--- src/rtl/audio_pkg.sv ---
// Shared audio types and constants for the codec receive path.
package audio_pkg;

    localparam int AUDIO_W = 32;

    typedef enum logic {CH_LEFT, CH_RIGHT} channel_t;

    typedef enum logic [1:0] {WAIT_SYNC, DELAY, SHIFT, PAD} i2s_state_t;

endpackage

--- src/rtl/sync_edge.sv ---
// Two-flop synchroniser for one asynchronous pin, plus a previous-value
// register so that rise and fall can be detected in the clock domain.
module sync_edge (
    input  logic clock,
    input  logic reset,
    input  logic pin,
    output logic level,
    output logic rise,
    output logic fall
);

    logic meta;
    logic sync;
    logic prev;

    // Capture the pin, settle metastability, and keep one cycle of history.
    // NOTE: flops use non-blocking assignments so every stage samples the
    // value from before this edge; blocking here would collapse the chain.
    always_ff @(posedge clock or posedge reset) begin
        if (reset) begin
            meta <= 1'b0;
            sync <= 1'b0;
            prev <= 1'b0;
        end else begin
            meta <= pin;
            sync <= meta;
            prev <= sync;
        end
    end

    assign level = sync;
    assign rise  = sync & ~prev;
    assign fall  = ~sync & prev;

endmodule

--- src/rtl/i2s_rx.sv ---
// I2S / left-justified serial audio receiver. Assembles codec ADC bits into
// MSB-aligned 32-bit L/R samples and pulses audio_valid once per stereo pair.
module i2s_rx
    import audio_pkg::*;
#(
    parameter int SAMPLE_BITS = 24,
    parameter bit I2S_MODE    = 1'b1
) (
    input  logic                clock,
    input  logic                reset,
    input  logic                aud_bclk,
    input  logic                aud_adclrck,
    input  logic                aud_adcdat,
    output logic signed [31:0]  audio_out_L,
    output logic signed [31:0]  audio_out_R,
    output logic                audio_valid,
    output logic                frame_error
);

    localparam int CNT_W = $clog2(SAMPLE_BITS + 1);

    logic bclk_level, bclk_rise, bclk_fall;
    logic lrck_level, lrck_rise, lrck_fall;
    logic dat_level, dat_rise, dat_fall;

    sync_edge u_sync_bclk (.clock(clock), .reset(reset), .pin(aud_bclk),
                           .level(bclk_level), .rise(bclk_rise), .fall(bclk_fall));
    sync_edge u_sync_lrck (.clock(clock), .reset(reset), .pin(aud_adclrck),
                           .level(lrck_level), .rise(lrck_rise), .fall(lrck_fall));
    sync_edge u_sync_dat  (.clock(clock), .reset(reset), .pin(aud_adcdat),
                           .level(dat_level), .rise(dat_rise), .fall(dat_fall));

    // Only the BCLK rise and the LRCK/data levels are used by the receiver.
    logic unused_edges;
    assign unused_edges = bclk_level | bclk_fall | lrck_rise | lrck_fall | dat_rise | dat_fall;

    i2s_state_t             state_q, state_d;
    logic [CNT_W-1:0]       cnt_q, cnt_d;
    logic [SAMPLE_BITS-1:0] shift_q, shift_d;
    channel_t               chan_q, chan_d;
    logic                   lrck_q, lrck_d;
    logic [AUDIO_W-1:0]     left_hold_q, left_hold_d;
    logic                   left_valid_q, left_valid_d;
    logic [AUDIO_W-1:0]     out_l_d, out_r_d;
    logic                   valid_d, ferr_d;

    logic                   lrck_edge;
    logic                   do_shift;
    logic [CNT_W-1:0]       cnt_next;
    logic [AUDIO_W-1:0]     aligned;

    // Next-state, word assembly and pair logic, evaluated on each BCLK rise.
    // NOTE: every variable gets a default at the top so no path leaves one
    // unassigned; a missing default would infer a latch.
    always_comb begin
        state_d      = state_q;
        cnt_d        = cnt_q;
        shift_d      = shift_q;
        chan_d       = chan_q;
        lrck_d       = lrck_q;
        left_hold_d  = left_hold_q;
        left_valid_d = left_valid_q;
        out_l_d      = audio_out_L;
        out_r_d      = audio_out_R;
        valid_d      = 1'b0;
        ferr_d       = frame_error;
        lrck_edge    = bclk_rise && (lrck_level != lrck_q);
        do_shift     = 1'b0;
        cnt_next     = '0;
        aligned      = '0;

        if (bclk_rise) begin
            lrck_d = lrck_level;
            if (lrck_edge) begin
                // A channel change mid-word means the previous slot was short.
                if (state_q == SHIFT) begin
                    ferr_d       = 1'b1;
                    left_valid_d = 1'b0;
                end
                chan_d = lrck_level ? CH_RIGHT : CH_LEFT;
                // A new left slot supersedes any older left word.
                if (!lrck_level) begin
                    left_valid_d = 1'b0;
                end
                cnt_d = '0;
                if (I2S_MODE) begin
                    state_d = DELAY;
                end else begin
                    do_shift = 1'b1;
                end
            end else if (state_q == DELAY || state_q == SHIFT) begin
                do_shift = 1'b1;
            end
        end

        if (do_shift) begin
            shift_d  = {shift_q[SAMPLE_BITS-2:0], dat_level};
            cnt_next = cnt_d + 1'b1;
            cnt_d    = cnt_next;
            state_d  = SHIFT;
            if (cnt_next == CNT_W'(SAMPLE_BITS)) begin
                // Word complete; the counter then rests at SAMPLE_BITS in PAD.
                state_d = PAD;
                aligned = AUDIO_W'(shift_d) << (AUDIO_W - SAMPLE_BITS);
                if (chan_d == CH_LEFT) begin
                    left_hold_d  = aligned;
                    left_valid_d = 1'b1;
                end else if (left_valid_d) begin
                    out_l_d      = left_hold_q;
                    out_r_d      = aligned;
                    valid_d      = 1'b1;
                    left_valid_d = 1'b0;
                end
            end
        end
    end

    // State and datapath registers; outputs are registered here as well.
    // NOTE: the hold registers and outputs are reset explicitly so that a
    // reset mid-frame can never leak a stale half-pair downstream.
    always_ff @(posedge clock or posedge reset) begin
        if (reset) begin
            state_q      <= WAIT_SYNC;
            cnt_q        <= '0;
            shift_q      <= '0;
            chan_q       <= CH_LEFT;
            lrck_q       <= 1'b0;
            left_hold_q  <= '0;
            left_valid_q <= 1'b0;
            audio_out_L  <= '0;
            audio_out_R  <= '0;
            audio_valid  <= 1'b0;
            frame_error  <= 1'b0;
        end else begin
            state_q      <= state_d;
            cnt_q        <= cnt_d;
            shift_q      <= shift_d;
            chan_q       <= chan_d;
            lrck_q       <= lrck_d;
            left_hold_q  <= left_hold_d;
            left_valid_q <= left_valid_d;
            audio_out_L  <= out_l_d;
            audio_out_R  <= out_r_d;
            audio_valid  <= valid_d;
            frame_error  <= ferr_d;
        end
    end

endmodule

--- config.mk ---
export PLATFORM = sky130hd
export DESIGN_NAME = i2s_rx
export DESIGN_NICKNAME = d
export VERILOG_FILES = /design/src/rtl/audio_pkg.sv /design/src/rtl/sync_edge.sv /design/src/rtl/i2s_rx.sv
export SDC_FILE = /design/constraint.sdc
export NUM_CORES = 1
export LEC_CHECK = 0
export ABC_AREA = 1
export CELL_PAD_IN_SITES_DETAIL_PLACEMENT = 0
export CELL_PAD_IN_SITES_GLOBAL_PLACEMENT = 1
export CORE_MARGIN = 3
export CORE_UTILIZATION = 41
export DETAILED_ROUTE_END_ITERATION = 16
export HOLD_SLACK_MARGIN = 0.12
export PLACE_DENSITY = 0.9
export SYNTH_ARGS = -nofsm -noshare
export SYNTH_HDL_FRONTEND = slang
export SYNTH_SLANG_ARGS = --single-unit
--- constraint.sdc ---
create_clock -name clock -period 4.8 [get_ports clock]
set_clock_uncertainty 0.2 [all_clocks]
set_input_delay 1.2 -clock clock [delete_from_list [all_inputs] [get_ports clock]]
set_output_delay 1.2 -clock clock [all_outputs]
set_load 0.05 [all_outputs]
# Yosys cells after proc, flatten, opt, wreduce, memory -nomap -nowiden
# Index checks and enable logic that the tools add are counted.
# word_totals
reg_bits	114
latchBits	0
mem_bits_rw	0
romBits	0
input_bits	5
out_inout_bits	66
word_cells	58
n_memories	0
# op_classes
n_addsub	1
multipliers	0
div	0
order_cmp	0
eq_ne	4
shifts	0
mux	24
n_bitwise	3
reduce_logical	8
# op_table
operator	n
2-to-1 mux 1 bit	18
2-to-1 mux 5 bit	3
2-to-1 mux 2 bit	3
AND reduction 3 bit	2
adder 5 x 1 -> 5 bit (second input constant)	1
== test 5 bit (second input constant)	1
AND reduction 4 bit	1
nonzero test 2 bit	2
== test 2 x 1 -> 1 bit (second input constant)	1
== test 2 bit (second input constant)	1
inverter 1 bit	2
AND reduction 2 bit	1
AND 1 bit	1
logical AND 1 bit	1
logical OR 1 bit	1
!= test 1 bit	1

# Logic depth before layout (Yosys ltp)
# Gate-level depths: netlist (run 1).
# depth
depth_word	9
depth_mapped	13
mapped_depth_nobuf	11

# Modules after synthesis
# From an unflattened synthesis (run 1), not the netlist that was laid out.
# unflattened
cells_unflattened	520
hier_area_um2	4857.2
# modules_own_cells
mod	instances	cells_per_inst	area_each_um2	seq_area_each_um2
i2s_rx	1	496	4575.6	2677.6
sync_edge	3	8	93.8	75.1

# Worst setup path before layout (run 1)
# OpenSTA, ideal clock, no wires.
# synth_path
path_kind	register -> register
startpoint	register state_q[0]
endpoint	register audio_out_L[15]
setup_ns	0.119
t_arrival_ns	1.722
required_ns	4.481
path_slack_ns	2.759
path_stages_with_launch	13
n_path_buf	2
synth_period_minus_slack_ns	2.041
cell_sequence	dfrtp_1 inv_1 ha_1 nor2_2 nand2_4 nor2_4 nand3_2 nor2_4 nand3_2 buf_6 buf_6 nand2_1 nand2_1
# synth_via
elab_chain_cells	6
word_cells_on_any_way	11
classes_between	2 x eq/ne; 7 x mux; 2 x reduce/logical
# synth_rtl
item	line	source
start: declaration	i2s_rx.sv:37	i2s_state_t state_q, state_d;
start signal: assignment	i2s_rx.sv:135	state_q <= state_d;
== test 2 bit / == test 2 x 1 -> 1 bit (equally long branches)	i2s_rx.sv:76, i2s_rx.sv:91	
2-to-1 mux 1 bit / logical OR 1 bit (equally long branches)	i2s_rx.sv:76, i2s_rx.sv:91	
2-to-1 mux 1 bit (on tied branches)	i2s_rx.sv:82, i2s_rx.sv:91	
2-to-1 mux 1 bit	i2s_rx.sv:74	if (lrck_edge) begin
2-to-1 mux 1 bit	i2s_rx.sv:72	if (bclk_rise) begin
AND reduction 4 bit (no line) *	--	
end signal: assignment	i2s_rx.sv:142	audio_out_L <= out_l_d;
end: declaration	i2s_rx.sv:14	output logic signed [31:0] audio_out_L,
# Mark *: on every way between the ends. The rest lies on a longest branch, timed or not.
# A chain may end at the register's enable or synchronous reset.

# Worst setup path in the final report (run 1)
# layout_path
startpoint	register state_q[0]
endpoint	register left_hold_q[14]
# layout_via
elab_chain_cells	6
word_cells_on_any_way	7
classes_between	2 x eq/ne; 3 x mux; 2 x reduce/logical
# layout_rtl
item	line	source
== test 2 x 1 -> 1 bit / == test 2 bit (equally long branches)	i2s_rx.sv:91	end else if (state_q == DELAY || state_q == SHIFT) begin
logical OR 1 bit *	i2s_rx.sv:91	
2-to-1 mux 1 bit *	i2s_rx.sv:91	
2-to-1 mux 1 bit *	i2s_rx.sv:74	
2-to-1 mux 1 bit *	i2s_rx.sv:72	
AND reduction 3 bit (no line) *	--	
end signal: assignment	i2s_rx.sv:140	left_hold_q <= left_hold_d;
end: declaration	i2s_rx.sv:42	logic [AUDIO_W-1:0] left_hold_q, left_hold_d;
# Marked as above.

==> impl_metrics.py, run 1 <==
metrics = {
    "yosys": {
        "syn_avg_cell_area_um2": 9.410,
        "async_flop_share": 1.000,
        "synth_top_area_share": 0.5980,
        "syn_inst": 507,
        "yosysTopAreaCell": "dfrtp_1",
        "synthMostInstantiatedCell": "nand2_1",
        "synth.top_cells.by_count": "nand2_1, dfrtp_1, nand4_1",
        "ys_top_cells_by_area": "dfrtp_1, nand2_1, nand4_1, buf_4, o21ai_0",
        "synth_ff_type": "dfrtp_1",
        "ys_ff_latch": 114,
        "syn-cell-area_um2": 4771,
        "synth_edf_count": 0,
        "ys_seq_area_frac": 0.5980,
        "ys_types": 26,
        "yosys_warnings": 0,
    },
    "worst_setup_path": {
        "worst-setup-path-type": "reg2reg",
        "cp_slowest_cell": "buf_4",
        "crit_chain": "inv_1, ha_1, nor2_2, nand2_4, nor2_4, nand3_2, nor2_4, buf_4, nand3_2, nand2_1, nand2_1",
        "crit_fanout": 74,
        "ff2ff_setup_slack_ns": 1.54,
        "crit_required_ns": 4.89,
        "crit_path_start": "state_q[0]$_DFFE_PP0P_",
        "cp.depth": 11,
        "worstSetupEndpoint": "left_hold_q[14]$_DFFE_PP0P_",
        "cp.arrival_ns": 3.34,
        "r2r_cells": 11,
        "slowest_delay_ns": 0.57,
        "crit_family": "simple AND/OR/NAND/NOR gates",
        "worstReg2RegEnd": "left_hold_q[14]$_DFFE_PP0P_",
        "reg2reg_from": "state_q[0]$_DFFE_PP0P_",
        "crit_path_start_kind": "register",
        "setup.worst_path.end_class": "register",
        "critPathBufInv": 2,
    },
    "timing": {
        "period_share": 0.6788,
        "max_freq_mhz": 306.9,
        "fin_crit_ns": 3.258,
        "finalHoldViolCount": 0,
        "finalSetupViolCount": 0,
        "finalSetupTns_ns": 0,
        "slew_headroom": 0.4231,
        "final_max_slew_viol_count": 0,
        "rsz0062_at_grt": "no",
        "worst_slew_pin_slew_ns": 0.8654,
    },
    "route": {
        "vias_per_cell": 5.014,
        "dr_wl_met3_um": 628,
        "postRouteAntennaNets": 0,
        "wl_per_cell_um": 13.96,
        "first_pass_iters": 4,
        "remaining_drc_errors": 0,
        "met1Wirelength_mm": 4.668,
        "wl_mm": 9.845,
        "vias": 3535,
        "drt_iter0_drc": 348,
        "top_layer_used": "met4",
        "wl_met2_mm": 4.457,
    },
    "place": {
        "io_buffers": 54,
        "gp_congestion": 0.8102,
        "place_hpwl_mm": 6.185,
    },
    "clocking": {
        "htreeDepth": 4,
        "clk_pin_slew_ns": 0.06,
        "clockBufferDepth": 2,
        "post_cts_resized": 0,
        "postCtsSetupBuffers": 0,
        "cts_made_buffers": 17,
        "holdBufCountCts": 0,
        "clock_latency_ns": 0.40,
        "clkSinkCount": 114,
        "root_buffer": "clkbuf_16",
        "cts_tree": "yes",
    },
    "final_layout": {
        "fin_util": 0.5240,
        "syn2layout_area_growth_pct": 22.19,
        "ff_latch_area_um2": 2853,
        "antenna_cells": 0,
        "fillers": 1040,
        "drive_above_1_share": 0.1044,
        "multi_input_area_um2": 1563,
        "nNetsFinal": 558,
    },
    "floorplanning": {
        "start_util": 0.4288,
        "rows": 38,
        "die_area_um2": 12970,
        "die_w_um": 113.9,
        "chipHeight_um": 113.9,
        "core_um2": 11130,
        "io_pins": 71,
    },
    "grt": {
        "grt_max_degree": 77,
        "grt-ovfl-total": 0,
        "antenna_found_initial": 0,
        "first_global_vias": 3438,
        "grt_pass1_wl_mm": 16.85,
        "track_usage": 0.1624,
    },
    "min_path": {
        "hp-class": "reg2reg",
    },
    "power": {
        "peakVddDrop_v": 0.0001919,
        "p_per_area_nw_per_um2": 402.6,
        "cellLeakagePower_nw": 2.931,
    },
    "flow_run": {
        "cap_violations": 0,
    },
    "status": {
        "status": "finished, final reports clean",
    },
}
[worst min path at each step]
| stage | depth (start not counted) | startpoint | to |
|---|---|---|---|
| 5_1_grt | 0 | u_sync_bclk.meta$_DFF_PP0_ | u_sync_bclk.level$_DFF_PP0_ |
| 2_1_floorplan | 0 | u_sync_bclk.meta$_DFF_PP0_ | u_sync_bclk.level$_DFF_PP0_ |
| 4_1_cts | 0 | u_sync_bclk.meta$_DFF_PP0_ | u_sync_bclk.level$_DFF_PP0_ |
| 3_5_place_dp | 0 | u_sync_lrck.meta$_DFF_PP0_ | u_sync_lrck.level$_DFF_PP0_ |
| 3_3_place_gp | 0 | u_sync_dat.meta$_DFF_PP0_ | u_sync_dat.level$_DFF_PP0_ |
| 6_report | 0 | u_sync_bclk.meta$_DFF_PP0_ | u_sync_bclk.level$_DFF_PP0_ |
[metal layers]
metal  track usage  vias to the layer above
li1              -                     1735
met1        0.2359                     1689
met2        0.2332                      103
met3       0.04721                        8
met4       0.05701                        0
met5             0                        -
[power breakdown]
part / switching [mW] / internal, mW
Sequential: 0.0375 / 1.01
Combinational: 0.142 / 0.0449
Clock: 0.435 / 0.681
[sequential cells by signal, summed over array words and instances, names as in the netlist, 2 cells and up]
register	cells
shift_q	23
audio_out_R	24
left_hold_q	24
cnt_q	5
audio_out_L	24
state_q	2
[logic make-up (layout without fill, tap and decap cells)]
| family | Yosys count | after routing | share of synthesized area |
|---|---|---|---|
| other cells | 1 | 16 | 0.0007860 |
| buf+inv | 77 | 120 | 0.08733 |
| compound gates | 29 | 29 | 0.03173 |
| simple gates | 283 | 283 | 0.2759 |
| fa+ha+maj | 1 | 1 | 0.002622 |
| xor+xnor | 2 | 2 | 0.003672 |
| flops | 114 | 114 | 0.5980 |
[worst register-to-register path, delay by kind of cell (launching register included)]
kind	cells	cell delay [ns]
buf+inv	2	0.62
simple gates	8	1.68
fa+ha+maj	1	0.30
flops	1	0.35
[stage by stage]
stage | instance area (µm²) | setup WS, ns | std cells | hold WS (ns) | total power, mW
after floorplan | 4827 | 0.3843 | 522 | 0.1312 | 1.204
after global placement | 5288 | 1.736 | 673 | 0.1315 | 1.238
after detailed placement | 5288 | 1.625 | 673 | 0.1371 | 1.245
after CTS | 5829 | 1.543 | 705 | 0.1532 | 2.369
after global routing | 5829 | 1.210 | 705 | 0.1562 | 2.448
final | 5829 | 1.542 | 705 | 0.1514 | 2.347
[area by class of cell]
type	instances	share of cell area
clock buffers	19	0.07770
clock inverters	13	0.01524
inverters	27	0.01782
multi-input cells	331	0.2681
flip-flops and latches	114	0.4894
well taps	140	0.03005
repair buffers	61	0.1017
[layout by cell type (no fill, tap or decap)]
cell / netlist / layout
nand2_1: 189 / 189
dfrtp_1: 114 / 114
nand4_1: 72 / 72
clkdlybuf4s50_1: 0 / 54
o21ai_0: 26 / 26
inv_1: 22 / 21
clkbuf_16: 0 / 17
conb_1: 1 / 16
clkinvlp_4: 0 / 8
buf_4: 23 / 7
nor2_1: 5 / 5
inv_2: 4 / 4
nand3_2: 4 / 4
nor2_4: 3 / 4
clkinv_2: 0 / 4
nand3_1: 3 / 3
nand2_2: 3 / 3
nor2_2: 3 / 2
clkbuf_8: 0 / 2
nand2_4: 1 / 1
o21ai_2: 1 / 1
xnor2_1: 1 / 1
clkinv_1: 1 / 1
xor2_1: 1 / 1
a21boi_0: 1 / 1
inv_4: 0 / 1
a21oi_1: 1 / 1
ha_1: 1 / 1
clkinv_4: 0 / 1
No activity file was read; power rests on OpenSTA's default activity.
==> inputs of run 2 (changes only) <==
Settings changed: CORE_UTILIZATION 41 to 37, PLACE_DENSITY 0.9 to 0.86.
Clock period 4.8 ns to 2.69 ns, I/O delays scaled along.
==> run 2 against run 1 <==
Routed wire length up 0.69%. Final cell count up 4.7%. Via count down 0.74%. Sequential power up 79%. Largest cell class unchanged.
==> impl_metrics.py, run 2 (synthesized netlist as in run 1, its figures left out) <==
metrics = {
    "status": {
        "status": "finished, final reports clean",
    },
    "place": {
        "dp_cells": 707,
        "gp_congestion": 0.7808,
        "place_hpwl_mm": 6.460,
        "io_buffers": 54,
    },
    "power": {
        "p_per_area_nw_per_um2": 729.4,
        "cellLeakagePower_nw": 3.006,
        "peakVddDrop_v": 0.0002762,
    },
    "worst_setup_path": {
        "reg2reg_from": "state_q[0]$_DFFE_PP0P_",
        "setup.worst_path.end_class": "primary output",
        "worstReg2RegEnd": "left_hold_q[29]$_DFFE_PP0P_",
        "crit_required_ns": 1.82,
        "cp.arrival_ns": 1.58,
        "critPathBufInv": 1,
        "cp_slowest_cell": "clkdlybuf4s50_1",
        "crit_path_start_kind": "register",
        "crit_fanout": 2,
        "crit_chain": "clkdlybuf4s50_1",
        "crit_family": "buffers and inverters",
        "r2r_cells": 10,
        "worst-setup-path-type": "reg2out",
        "ff2ff_setup_slack_ns": 0.31,
        "slowest_delay_ns": 0.83,
    },
    "min_path": {
        "hold_end": "u_sync_bclk.level$_DFF_PP0_",
        "hp-class": "reg2reg",
        "worstHoldStart": "u_sync_bclk.meta$_DFF_PP0_",
        "hold_depth": 0,
    },
    "final_layout": {
        "nNetsFinal": 564,
        "syn2layout_area_growth_pct": 24.91,
        "final_common_cell": "nand2_1",
        "layout_common_cells": "nand2_1, dfrtp_1, nand4_1",
        "largestRegisters": "audio_out_L: 24 flops, audio_out_R: 24 flops, left_hold_q: 24 flops",
        "antenna_cells": 0,
        "fin_cells": 738,
        "drive_above_1_share": 0.1070,
    },
    "grt": {
        "antenna_found_initial": 0,
        "grt_pass1_wl_mm": 16.77,
        "track_usage": 0.1474,
        "first_global_vias": 3352,
        "grt-ovfl-total": 0,
        "grt_max_degree": 115,
    },
    "clocking": {
        "clock_latency_ns": 0.41,
        "postCtsSetupBuffers": 0,
        "clk_pin_slew_ns": 0.05,
        "root_buffer": "clkbuf_16",
        "cts_tree": "yes",
        "post_cts_resized": 0,
        "cts_made_buffers": 17,
        "holdBufCountCts": 0,
        "clockBufferDepth": 2,
        "htreeDepth": 4,
        "clkSinkCount": 114,
    },
    "route": {
        "wl_mm": 9.913,
        "first_pass_iters": 4,
        "remaining_drc_errors": 0,
        "wl_per_cell_um": 13.43,
        "vias": 3509,
        "drt_iter0_drc": 248,
        "postRouteAntennaNets": 0,
        "vias_per_cell": 4.755,
    },
    "timing": {
        "slew_headroom": 0.5888,
        "finalSetupViolCount": 0,
        "worst_slew_pin_slew_ns": 0.6168,
        "rsz0062_at_grt": "no",
        "finalSetupTns_ns": 0,
        "final_max_slew_viol_count": 0,
        "fin_crit_ns": 2.457,
        "max_freq_mhz": 406.9,
        "hold_slack_ns": 0.1431,
        "period_share": 0.9135,
        "finalHoldViolCount": 0,
    },
    "floorplanning": {
        "start_util": 0.3875,
        "chipHeight_um": 119.6,
        "core_um2": 12310,
        "die_w_um": 119.6,
        "rows": 40,
        "io_pins": 71,
        "die_area_um2": 14290,
    },
    "flow_run": {
        "cap_violations": 0,
    },
}
run 2: area by class of cell:
class                   instances  area (µm²)
fillers                      1147        6352
clock inverters                 4       45.04
repair buffers                 67       650.6
multi-input cells             331        1563
well taps                     168       210.2
inverters                      27       105.1
flip-flops and latches        114        2853
clock buffers                  27       533.0
run 2: worst register-to-register path, cell delays in order (launching register included):
cell     delay (ns)
dfrtp_1        0.34
inv_1          0.05
ha_1           0.29
nor2_2         0.15
nand2_4        0.07
nor2_4         0.12
nand3_2        0.14
nor2_4         0.16
nand3_2        0.44
nand2_1        0.23
nand2_1        0.07
run 2: per-stage QoR:
stage	worst slack [ns]	util	power [mW]	instance area [µm²]
4_1_cts	0.2068	0.4840	4.401	5959
3_3_place_gp	0.4264	0.4371	2.219	5381
6_report	0.2326	0.4840	4.347	5959
5_1_grt	0.1540	0.4840	4.524	5959
2_1_floorplan	0.4321	-	2.150	4831
3_5_place_dp	0.3127	0.4371	2.232	5381
run 2: where the power goes:
group | switching, mW | internal, mW
Combinational | 0.258 | 0.0853
Sequential | 0.0626 | 1.80
Clock | 0.713 | 1.43
Total | 1.03 | 3.31
run 2: how the worst max path moves through the flow:
stage	from	to	slack, ns	depth (start not counted)
after floorplan	reset	audio_out_L[10]$_DFFE_PP0P_	0.43	1
after global placement	state_q[0]$_DFFE_PP0P_	left_hold_q[31]$_DFFE_PP0P_	0.43	10
after detailed placement	state_q[0]$_DFFE_PP0P_	left_hold_q[17]$_DFFE_PP0P_	0.31	10
after CTS	audio_out_R[25]$_DFFE_PP0P_	audio_out_R[25]	0.21	1
after global routing	state_q[0]$_DFFE_PP0P_	left_hold_q[29]$_DFFE_PP0P_	0.15	10
final	audio_out_R[25]$_DFFE_PP0P_	audio_out_R[25]	0.23	1
run 2: layer usage:
metal  share of wire  wire length, µm  GRT usage  vias up
li1                -                -          -     1741
met1            0.47             4626     0.2002     1670
met2            0.45             4506     0.2147       84
met3           0.061              604    0.05467       14
met4           0.018              176    0.05798        0
met5               0                0          0        -
